$ cat src/rtl/mfp_uart_transmitter_if.sv
// mfp_uart_transmitter_if: byte-push bus between the AHB-Lite
// GPIO/UART slave and the UART transmit FIFO.
interface mfp_uart_transmitter_if #(
  parameter int FIFO_DEPTH = 16
);
  logic                          wr_en;
  logic [7:0]                    wr_data;
  logic                          full;
  logic                          empty;
  logic [$clog2(FIFO_DEPTH):0]   count;

  modport master (
    output wr_en,
    output wr_data,
    input  full,
    input  empty,
    input  count
  );

  modport slave (
    input  wr_en,
    input  wr_data,
    output full,
    output empty,
    output count
  );
endinterface

$ cat src/rtl/mfp_uart_transmitter.sv
// mfp_uart_transmitter: 8N1 UART transmitter with a transmit FIFO.
// Bytes go out LSB-first; tx idles high and comes straight from a flop.
module mfp_uart_transmitter #(
  parameter int CLK_FREQ   = 50_000_000,
  parameter int BAUD_RATE  = 115_200,
  parameter int FIFO_DEPTH = 16
) (
  input  logic                 clk,
  input  logic                 reset,
  mfp_uart_transmitter_if.slave bus,
  output logic                 busy,
  output logic                 tx
);
  localparam int DIV = (CLK_FREQ + BAUD_RATE / 2) / BAUD_RATE;
  localparam int AW  = $clog2(FIFO_DEPTH);
  localparam int CW  = AW + 1;
  localparam int BW  = (DIV < 2) ? 1 : $clog2(DIV);

  if (DIV < 2) begin : g_div_chk
    $error("mfp_uart_transmitter: baud divider must be >= 2");
  end
  if (FIFO_DEPTH < 2 || (1 << AW) != FIFO_DEPTH) begin : g_depth_chk
    $error("mfp_uart_transmitter: FIFO_DEPTH must be a power of two >= 2");
  end

  typedef enum logic [1:0] {
    IDLE,
    START,
    DATA,
    STOP
  } state_t;

  state_t        state;
  logic [BW-1:0] baud;
  logic [2:0]    bit_idx;
  logic [7:0]    shift;

  logic [7:0]    mem [FIFO_DEPTH];
  logic [AW-1:0] wptr;
  logic [AW-1:0] rptr;
  logic [CW-1:0] count_q;
  logic [CW-1:0] count_nxt;
  logic          full_q;
  logic          empty_q;

  logic          bit_end;
  logic          pop;
  logic          push;
  logic [7:0]    head;

  assign bit_end = (baud == BW'(DIV - 1));
  // A pop frees a slot in the same cycle, so a push into a full FIFO
  // is still accepted when it coincides with a pop.
  assign pop  = !empty_q &&
                ((state == IDLE) || (state == STOP && bit_end));
  assign push = bus.wr_en && (!full_q || pop);
  assign head = mem[rptr];

  assign bus.full  = full_q;
  assign bus.empty = empty_q;
  assign bus.count = count_q;

  // Next FIFO occupancy from this cycle's push/pop pair.
  always_comb begin
    count_nxt = count_q;
    if (push && !pop) begin
      count_nxt = count_q + 1'b1;
    end else if (pop && !push) begin
      count_nxt = count_q - 1'b1;
    end
  end

  // FIFO storage; contents are don't-care until written.
  always_ff @(posedge clk) begin
    if (push) begin
      mem[wptr] <= bus.wr_data;
    end
  end

  // FIFO pointers and registered occupancy flags.
  always_ff @(posedge clk or posedge reset) begin
    if (reset) begin
      wptr    <= '0;
      rptr    <= '0;
      count_q <= '0;
      full_q  <= 1'b0;
      empty_q <= 1'b1;
    end else begin
      if (push) begin
        wptr <= wptr + 1'b1;
      end
      if (pop) begin
        rptr <= rptr + 1'b1;
      end
      count_q <= count_nxt;
      full_q  <= (count_nxt == CW'(FIFO_DEPTH));
      empty_q <= (count_nxt == '0);
    end
  end

  // Serializer FSM with registered tx/busy.
  always_ff @(posedge clk or posedge reset) begin
    if (reset) begin
      state   <= IDLE;
      baud    <= '0;
      bit_idx <= '0;
      shift   <= '0;
      tx      <= 1'b1;
      busy    <= 1'b0;
    end else begin
      unique case (state)
        IDLE: begin
          baud <= '0;
          if (pop) begin
            shift <= head;
            state <= START;
            tx    <= 1'b0;
            busy  <= 1'b1;
          end
        end
        START: begin
          if (bit_end) begin
            baud    <= '0;
            bit_idx <= '0;
            tx      <= shift[0];
            state   <= DATA;
          end else begin
            baud <= baud + 1'b1;
          end
        end
        DATA: begin
          if (bit_end) begin
            baud <= '0;
            if (bit_idx == 3'd7) begin
              tx    <= 1'b1;
              state <= STOP;
            end else begin
              bit_idx <= bit_idx + 1'b1;
              shift   <= {1'b0, shift[7:1]};
              tx      <= shift[1];
            end
          end else begin
            baud <= baud + 1'b1;
          end
        end
        STOP: begin
          if (bit_end) begin
            baud <= '0;
            if (pop) begin
              shift <= head;
              tx    <= 1'b0;
              state <= START;
            end else begin
              busy  <= 1'b0;
              state <= IDLE;
            end
          end else begin
            baud <= baud + 1'b1;
          end
        end
        default: begin
          state <= IDLE;
          tx    <= 1'b1;
          busy  <= 1'b0;
        end
      endcase
    end
  end
endmodule

$ cat src/flat_wrapper.sv
// flat-port wrapper written by rule: the top's interface ports become plain ports
module mfp_uart_transmitter_flat 
#(
  parameter int CLK_FREQ   = 50_000_000,
  parameter int BAUD_RATE  = 115_200,
  parameter int FIFO_DEPTH = 16
)
  (clk, reset, busy, tx, bus_wr_en, bus_wr_data, bus_full, bus_empty, bus_count);
  mfp_uart_transmitter_if #(.FIFO_DEPTH(FIFO_DEPTH)) bus_i ();
  input  logic clk;
  input  logic reset;
  output logic busy;
  output logic tx;
  input wire logic [$bits(bus_i.wr_en)-1:0] bus_wr_en;
  input wire logic [$bits(bus_i.wr_data)-1:0] bus_wr_data;
  output wire logic [$bits(bus_i.full)-1:0] bus_full;
  output wire logic [$bits(bus_i.empty)-1:0] bus_empty;
  output wire logic [$bits(bus_i.count)-1:0] bus_count;
  assign bus_i.wr_en = bus_wr_en;
  assign bus_i.wr_data = bus_wr_data;
  assign bus_full = bus_i.full;
  assign bus_empty = bus_i.empty;
  assign bus_count = bus_i.count;
  mfp_uart_transmitter #(.CLK_FREQ(CLK_FREQ), .BAUD_RATE(BAUD_RATE), .FIFO_DEPTH(FIFO_DEPTH)) u_core (.clk(clk), .reset(reset), .bus(bus_i), .busy(busy), .tx(tx));
endmodule
$ cat config.mk
export PLATFORM = sky130hd
export DESIGN_NAME = mfp_uart_transmitter_flat
export DESIGN_NICKNAME = d
export VERILOG_FILES = /design/src/rtl/mfp_uart_transmitter_if.sv /design/src/rtl/mfp_uart_transmitter.sv /design/src/flat_wrapper.sv
export SDC_FILE = /design/constraint.sdc
export NUM_CORES = 1
export LEC_CHECK = 0
export BUFFER_PORTS_ARGS = -buffer_cell sky130_fd_sc_hd__buf_2
export CAP_MARGIN = 20
export CELL_PAD_IN_SITES_DETAIL_PLACEMENT = 0
export CELL_PAD_IN_SITES_GLOBAL_PLACEMENT = 2
export CORE_UTILIZATION = 40
export DETAILED_ROUTE_END_ITERATION = 10
export PLACE_DENSITY_LB_ADDON = 0.05
export SYNTH_ARGS = -nofsm -noshare
export SYNTH_HDL_FRONTEND = slang
export SYNTH_SLANG_ARGS = --single-unit
$ cat constraint.sdc
create_clock -name clk -period 4 [get_ports clk]
set_input_delay 0 -clock clk [delete_from_list [all_inputs] [get_ports clk]]
set_output_delay 0 -clock clk [all_outputs]
set_load 0.01 [all_outputs]
==> run metrics, run 1 <==
status finished, final reports clean; Initial Utilization 41.0%; Rows 48; Synth Instances 445; ys async rst share 23.4%; fin crit share between 70% and 80%; first-pass GRT wire length 23.7 mm; Worst VDD drop 0.000322 V; LEAKAGE 3.02 nW; Post-Syn Nets 473; WL/cell 21.6 µm; Yosys cell types 54; post-synthesis register bit count between 150 and 200; # clock sinks 167; crit start category register; Top FF cell, synth edfxtp_1; core area 0.0173 mm²; final max-slew violation count 0; setup ws final 0.963 ns; final instance area 0.00812 mm²; power per cell area between 500 and 600 mW/mm²; Mapped Area 0.00709 mm²; Synth Area in Simple Gates 6.76%; mux cell area share after synthesis 11.5%; fin nets 508; Int Pwr 0.00318 W; die width 135 µm; Worst-Margin Slew 0.765 ns; Crit Path Class register to register; H-tree depth 4; post-route ant nets 0; sequential power share 50.4%; layout cell share with drive strength beyond 1 20.7%; Crit path required time 4.06 ns; DR iter-0 viols 275; unrepaired setup endpoints after global routing no; crit path DAT 3.10 ns; Vias/cell roughly 5.2; cts repair resizes 0; Num CTS Buffers 17; vias in the first global route 3877; area of the multi-input gates between 0.002 and 0.0025 mm²; sequential share of the synthesized area between 60% and 70%; most frequent cells in the layout edfxtp_1 (128), dfrtp_1 (36), nor2_1 (33), mux4_2 (25), mux2i_1 (23); drt pass-1 iters 4; detailed placement HPWL 10.7 mm; # setup viols final 0; largest family of logic cells by synthesized area multiplexers; Compound-Gate Fraction of Synth Area 7.08%; register area around 0.0048 mm²; TNS Setup 0 ns; largest net degree at the start of global routing 25; pre-CTS setup slack 0.922 ns; die area 0.0183 mm²; Synth warnings 0; Comb power frac 10.5%; Final min period 3.04 ns; antenna violations before repair 0; Area after DPL approximately 0.0074 mm²; Final Hold Vio Count 0; Die Height 135 µm; TritonCTS clock tree built; most common cell after layout, fill and taps aside edfxtp_1; FMAX 329 MHz; total gr overflow 0; Worst-path clk slew 0.07 ns; Synth Area in XOR/XNOR 1.61%; final cell count without fillers around 700; Longest Clk Path Bufs 2; P_sw 0.00110 W; hold buffer count at CTS 4; Hold Path Class input pin to register; Crit Path Max Fanout 11; Routed Wire Length 15.5 mm; Post-synth EDFFs between 100 and 150; Post-Synth Adder-Cell Area 3.00%; # DRC 0; Clk Latency, worst-skew pair 0.42 ns; routed via count approximately 3800; Root Driver clkbuf_16; post-CTS setup buffers 0; I/O pin count 20; fill count roughly 1500; kind of end point of the critical path register; Layout area overhead 14.5%; syn_area_per_cell approximately 16 µm²; Slew HR 48.9%; Post-Place Cells approximately 700; part of the power in the clock network between 30% and 40%; I/O Buffers 19; RePlAce Congestion 0.790; Tot GR Track Use 18.5%; clk_skew 0.00917 ns; Switching Share about a quarter; ANT cells 0; maxcap violations 0
==> routing by layer <==
layer / global-route usage (%) / part of all wire [%]
met1: 23.1 / 44
met5: 0 / 0
met3: 4.28 / 3.1
met4: 6.24 / 1.5
met2: 31.6 / 52
==> worst max-delay path: stages (launching register included) <==
cell and delay, ns:
dfrtp_1 0.42, inv_1 0.16, ha_1 0.31, inv_1 0.13, o21ai_2 0.07, buf_4 0.20
nand2_2 0.15, a21boi_2 0.38, nand2_1 0.27, nor2_1 0.58
==> logic make-up after synthesis <==
family | Yosys count
simple gates | 92
xor+xnor | 13
buf+inv | 29
compound gates | 77
flops | 167
fa+ha+maj | 17
mux | 50
==> synth_stat cells, types with 2 or more instances <==
| cell | number | area, µm² |
|---|---|---|
| xnor2_1 | 11 | 96.3 |
| buf_6 | 3 | 33.8 |
| o31ai_1 | 2 | 15.0 |
| nor3b_1 | 2 | 15.0 |
| buf_1 | 5 | 18.8 |
| a21oi_1 | 20 | 100 |
| a221oi_1 | 5 | 43.8 |
| o211ai_1 | 5 | 37.5 |
| inv_1 | 10 | 37.5 |
| nand2_1 | 20 | 75.1 |
| and2_1 | 4 | 25.0 |
| nand2b_1 | 3 | 18.8 |
| ha_1 | 17 | 213 |
| a22o_1 | 2 | 17.5 |
| a22oi_1 | 6 | 45.0 |
| clkbuf_1 | 8 | 30.0 |
| nor2_1 | 33 | 124 |
| a211oi_1 | 2 | 15.0 |
| nor2b_1 | 3 | 18.8 |
| xor2_1 | 2 | 17.5 |
| o21bai_1 | 3 | 22.5 |
| dfrtp_1 | 37 | 926 |
| mux2i_1 | 23 | 230 |
| mux2_2 | 2 | 22.5 |
| or2_2 | 2 | 12.5 |
| or3_1 | 3 | 18.8 |
| buf_4 | 3 | 22.5 |
| o21ai_0 | 20 | 100 |
| a32oi_1 | 2 | 17.5 |
| nor3_1 | 6 | 30.0 |
| dfstp_2 | 2 | 52.6 |
| edfxtp_1 | 128 | 3840 |
| nand4_1 | 2 | 12.5 |
| nand3_1 | 3 | 15.0 |
| and3_1 | 3 | 18.8 |
| mux4_2 | 25 | 563 |
==> final cells by class <==
cell class / count / area share (%)
clock buffers: 18 / 5.29
clock inverters: 14 / 2.23
inverters: 10 / 0.462
multi-input cells: 249 / 26.2
flip-flops and latches: 167 / 59.4
well taps: 225 / 3.47
repair buffers: 35 / 2.99
==> metrics by stage <==
| step | hold WS, ns | power [W] | util (%) |
|---|---|---|---|
| floorplan | 0.0866 | 0.00246 | - |
| global placement | 0.129 | 0.00265 | 43.1 |
| detailed placement | 0.132 | 0.00265 | 43.1 |
| CTS | 0.00312 | 0.00433 | 46.8 |
| global route | 0.0110 | 0.00446 | 46.9 |
| finish | 0.0144 | 0.00429 | 46.9 |
==> sequential cells by signal (all words and copies together), names as in the netlist <==
register and cells:
u_core.bus.empty 1, u_core.baud 9, u_core.wptr 4, u_core.tx 1, u_core.bit_idx 3, u_core.bus.count 5, u_core.shift 8, u_core.bus.full 1
u_core.busy 1, u_core.rptr 4, u_core.mem 128, u_core.state 2
==> power groups by stage <==
stage	clock, W	sequential [W]	combinational (W)
after floorplan	0	0.00216	0.000303
after global placement	0	0.00220	0.000454
after detailed placement	0	0.00220	0.000456
after CTS	0.00171	0.00216	0.000460
after global routing	0.00178	0.00218	0.000504
final	0.00167	0.00216	0.000451
==> path summary, 6_finish.rpt <==
path	from	endpoint	slack, ns	depth (start not counted)
setup / recovery	u_core.state[0]	u_core.mem[11][0]	0.96	9
hold / removal	bus_wr_data[6]	u_core.mem[10][6]	0.01	1
setup reg to reg	u_core.state[0]	u_core.mem[11][0]	0.96	9
hold reg to reg	u_core.shift[7]	u_core.shift[7]	0.48	1
max in group asynchronous	reset	u_core.bus.empty	2.97	4
min in group asynchronous	reset	u_core.state[0]	0.20	3
Power figures use the tool's default switching activity.
==> inputs of run 2 (changes only) <==
--- a/config.mk
+++ b/config.mk
@@ -5,6 +5,7 @@
 export SDC_FILE = /design/constraint.sdc
 export NUM_CORES = 1
 export LEC_CHECK = 0
+export ABC_AREA = 1
 export BUFFER_PORTS_ARGS = -buffer_cell sky130_fd_sc_hd__buf_2
 export CAP_MARGIN = 20
 export CELL_PAD_IN_SITES_DETAIL_PLACEMENT = 0
==> constraint.sdc (replaced) <==
create_clock -name clk -period 3.2 [get_ports clk]
set_input_delay 0 -clock clk [delete_from_list [all_inputs] [get_ports clk]]
set_output_delay 0 -clock clk [all_outputs]
set_load 0.01 [all_outputs]
==> run 2 against run 1 <==
Compared with the run above: register-to-register slack lost 0.53 ns; utilization shrank 0.16 points; cell count grew 28%; total power grew 28%; synthesized area grew 3.0%; non-clock buffer count grew 3; clock skew grew 0.0013 ns; critical path depth shrank 1; design area grew 3.2%; global-route usage grew 1.4 points; wire length grew 11%; critical path type unchanged; synthesized cell count grew 45%; highest routed layer unchanged.
==> run metrics, run 2 <==
Slew HR 54.3%; max reg flops 128; RePlAce Congestion a little under 0.8; # clock sinks 167; Crit path required time approximately 3.3 ns; Mapped Area between 0.007 and 0.008 mm²; Final min period 2.76 ns; most frequent cell after synthesis edfxtp_1; Final Hold Vio Count 0; Crit Path Class register to register; top cell type's share of synthesized area 52.7%; Top FF cell, synth edfxtp_1; TritonCTS clock tree built; Reg-to-Reg End u_core.mem[5][6]; TNS Setup 0 ns; layout cell share with drive strength beyond 1 13.5%; unrepaired setup endpoints after global routing no; top flop regs u_core.mem (128), u_core.baud (9), u_core.shift (8); hold endpoint u_core.mem[5][1]; Yosys cell types 37; FMAX 362 MHz; Routed Wire Length 17.2 mm; LEAKAGE 3.18 nW; WL/cell between 15 and 20 µm; Synth warnings 0; crit start category register; Rows 49; FF-to-FF Start u_core.state[1]; Layout area overhead 14.7%; Tot GR Track Use about a fifth; Worst R2R Path Depth 8; cts repair resizes 0; Worst-Margin Slew between 0.6 and 0.7 ns; Crit Path Max Fanout 8; most common cell after layout, fill and taps aside edfxtp_1; power per cell area 654 mW/mm²; status finished, final reports clean; antenna violations before repair 0; I/O Buffers 19; Worst-path clk slew 0.07 ns; flop-to-flop setup slack 0.44 ns; Initial Utilization 40.8%; worst hold start bus_wr_data[1]; post-synthesis register bit count 167; Vias/cell between 5 and 6; crit path DAT around 2.8 ns; die area around 0.019 mm²; Longest Clk Path Bufs 2; ys async rst share between 20% and 30%; final max-slew violation count 0; most flop-heavy register u_core.mem; post-CTS setup buffers 0; Clk Latency, worst-skew pair roughly 0.43 ns; Synth Instances 645; # setup viols final 0; Post-Syn Nets 673; # DRC 0; syn_area_per_cell 11.3 µm²; I/O pin count 20; drt pass-1 iters 5; Worst VDD drop ~0.00037 V; sequential share of the synthesized area 66.1%; kind of end point of the critical path register; fin nets 706; ANT cells 0; vias in the first global route 4624; post-route ant nets 0; H-tree depth 4; fin util 46.8%; hold depth 1; clk_skew 0.0104 ns; Post-synth EDFFs 128; total gr overflow 0; Root Driver clkbuf_16; detailed placement HPWL 11.3 mm; Synth top cells by count edfxtp_1 (128), nand2_1 (103), nor2_1 (88); Num CTS Buffers 17; core area 0.0179 mm²; most frequent cells in the layout edfxtp_1 (128), nand2_1 (103), nor2_1 (88), o21ai_0 (60), nand3_1 (41); routed via count 4761; fin crit share 86.3%; maxcap violations 0; largest net degree at the start of global routing 60; Yosys top cell by area edfxtp_1; DR iter-0 viols roughly 280; die width around 140 µm; ranking of synthesized cells by area edfxtp_1 (53%), dfrtp_1 (13%), nand2_1 (5.3%); Hold Path Class input pin to register; Die Height 137 µm; first-pass GRT wire length 26.5 mm
==> run 2: changes by cell type after synthesis, moves of 7 or more <==
cell	change
nand3_1	+38
nand4_1	+11
xnor2_1	-9
mux4_2	-25
o21ai_0	+40
o211ai_1	+15
inv_1	+28
nand2_1	+83
nor2_1	+55
mux2i_1	-23
clkbuf_1	+8
xor2_1	+7
==> run 2: through the flow <==
step | cells | instance area, µm² | hold WS (ns) | setup WS, ns | total power [W]
2_1_floorplan | 645 | 7300 | 0.0989 | 0.892 | 0.00309
3_3_place_gp | 884 | 7700 | 0.153 | 0.561 | 0.00334
3_5_place_dp | 884 | 7700 | 0.170 | 0.444 | 0.00335
4_1_cts | 920 | 8380 | 0.00215 | 0.428 | 0.00553
5_1_grt | 920 | 8380 | 0.0129 | 0.176 | 0.00570
6_report | 920 | 8380 | 0.00516 | 0.437 | 0.00548
==> run 2: timing repair <==
action | in CTS | in global routing
setup endpoints to repair | 0 | 0
hold buffers | 4 | 0
hold endpoints to repair | 60 | 0
==> run 2: cells by family (layout without fill, tap and decap cells) <==
kind of cell / Yosys count / in the layout / synth area share (%)
simple gates: 272 / 272 / 17.1
flops: 167 / 167 / 66.1
compound gates: 110 / 110 / 8.86
buf+inv: 68 / 114 / 3.77
fa+ha+maj: 17 / 17 / 2.91
xor+xnor: 11 / 11 / 1.32
==> run 2: layer usage <==
| metal | track usage (%) | up-vias | share of wire (%) |
|---|---|---|---|
| li1 | - | 2320 | - |
| met1 | 28.1 | 2324 | 48 |
| met2 | 30.9 | 97 | 46 |
| met3 | 3.74 | 20 | 4.6 |
| met4 | 6.23 | 0 | 1.3 |
| met5 | 0 | - | 0 |
==> run 2: cell type report <==
cell class,count,area (µm²)
inverters,44,170
well taps,229,287
fillers,1624,9530
clock inverters,15,208
repair buffers,38,260
multi-input cells,410,2200
clock buffers,17,425
flip-flops and latches,167,4820
==> run 2: where the power goes <==
part	switching, W	internal (W)	leakage, nW
logic	0.000431	0.000206	1.25
registers	0.000112	0.00255	1.63
clock network	0.000917	0.00126	0.304
==> run 2: how the worst max path moves through the flow <==
stage / startpoint / end / slack (ns) / cells past startpoint
after floorplan: u_core.state[1] / u_core.mem[0][0] / 0.89 / 8
final: u_core.state[1] / u_core.mem[5][6] / 0.44 / 8
after CTS: u_core.state[1] / u_core.mem[4][7] / 0.43 / 8
after global placement: u_core.state[1] / u_core.mem[4][1] / 0.56 / 8
after global routing: u_core.state[1] / u_core.mem[1][1] / 0.18 / 8
after detailed placement: u_core.state[1] / u_core.mem[1][0] / 0.44 / 8
==> run 2: critical path: stages, from the launching register on <==
cell	delay (ns)
dfrtp_1	0.41
inv_1	0.16
ha_1	0.26
inv_2	0.11
a21oi_4	0.33
nand2_8	0.12
a21oi_4	0.26
nand2_1	0.21
nor2_1	0.54
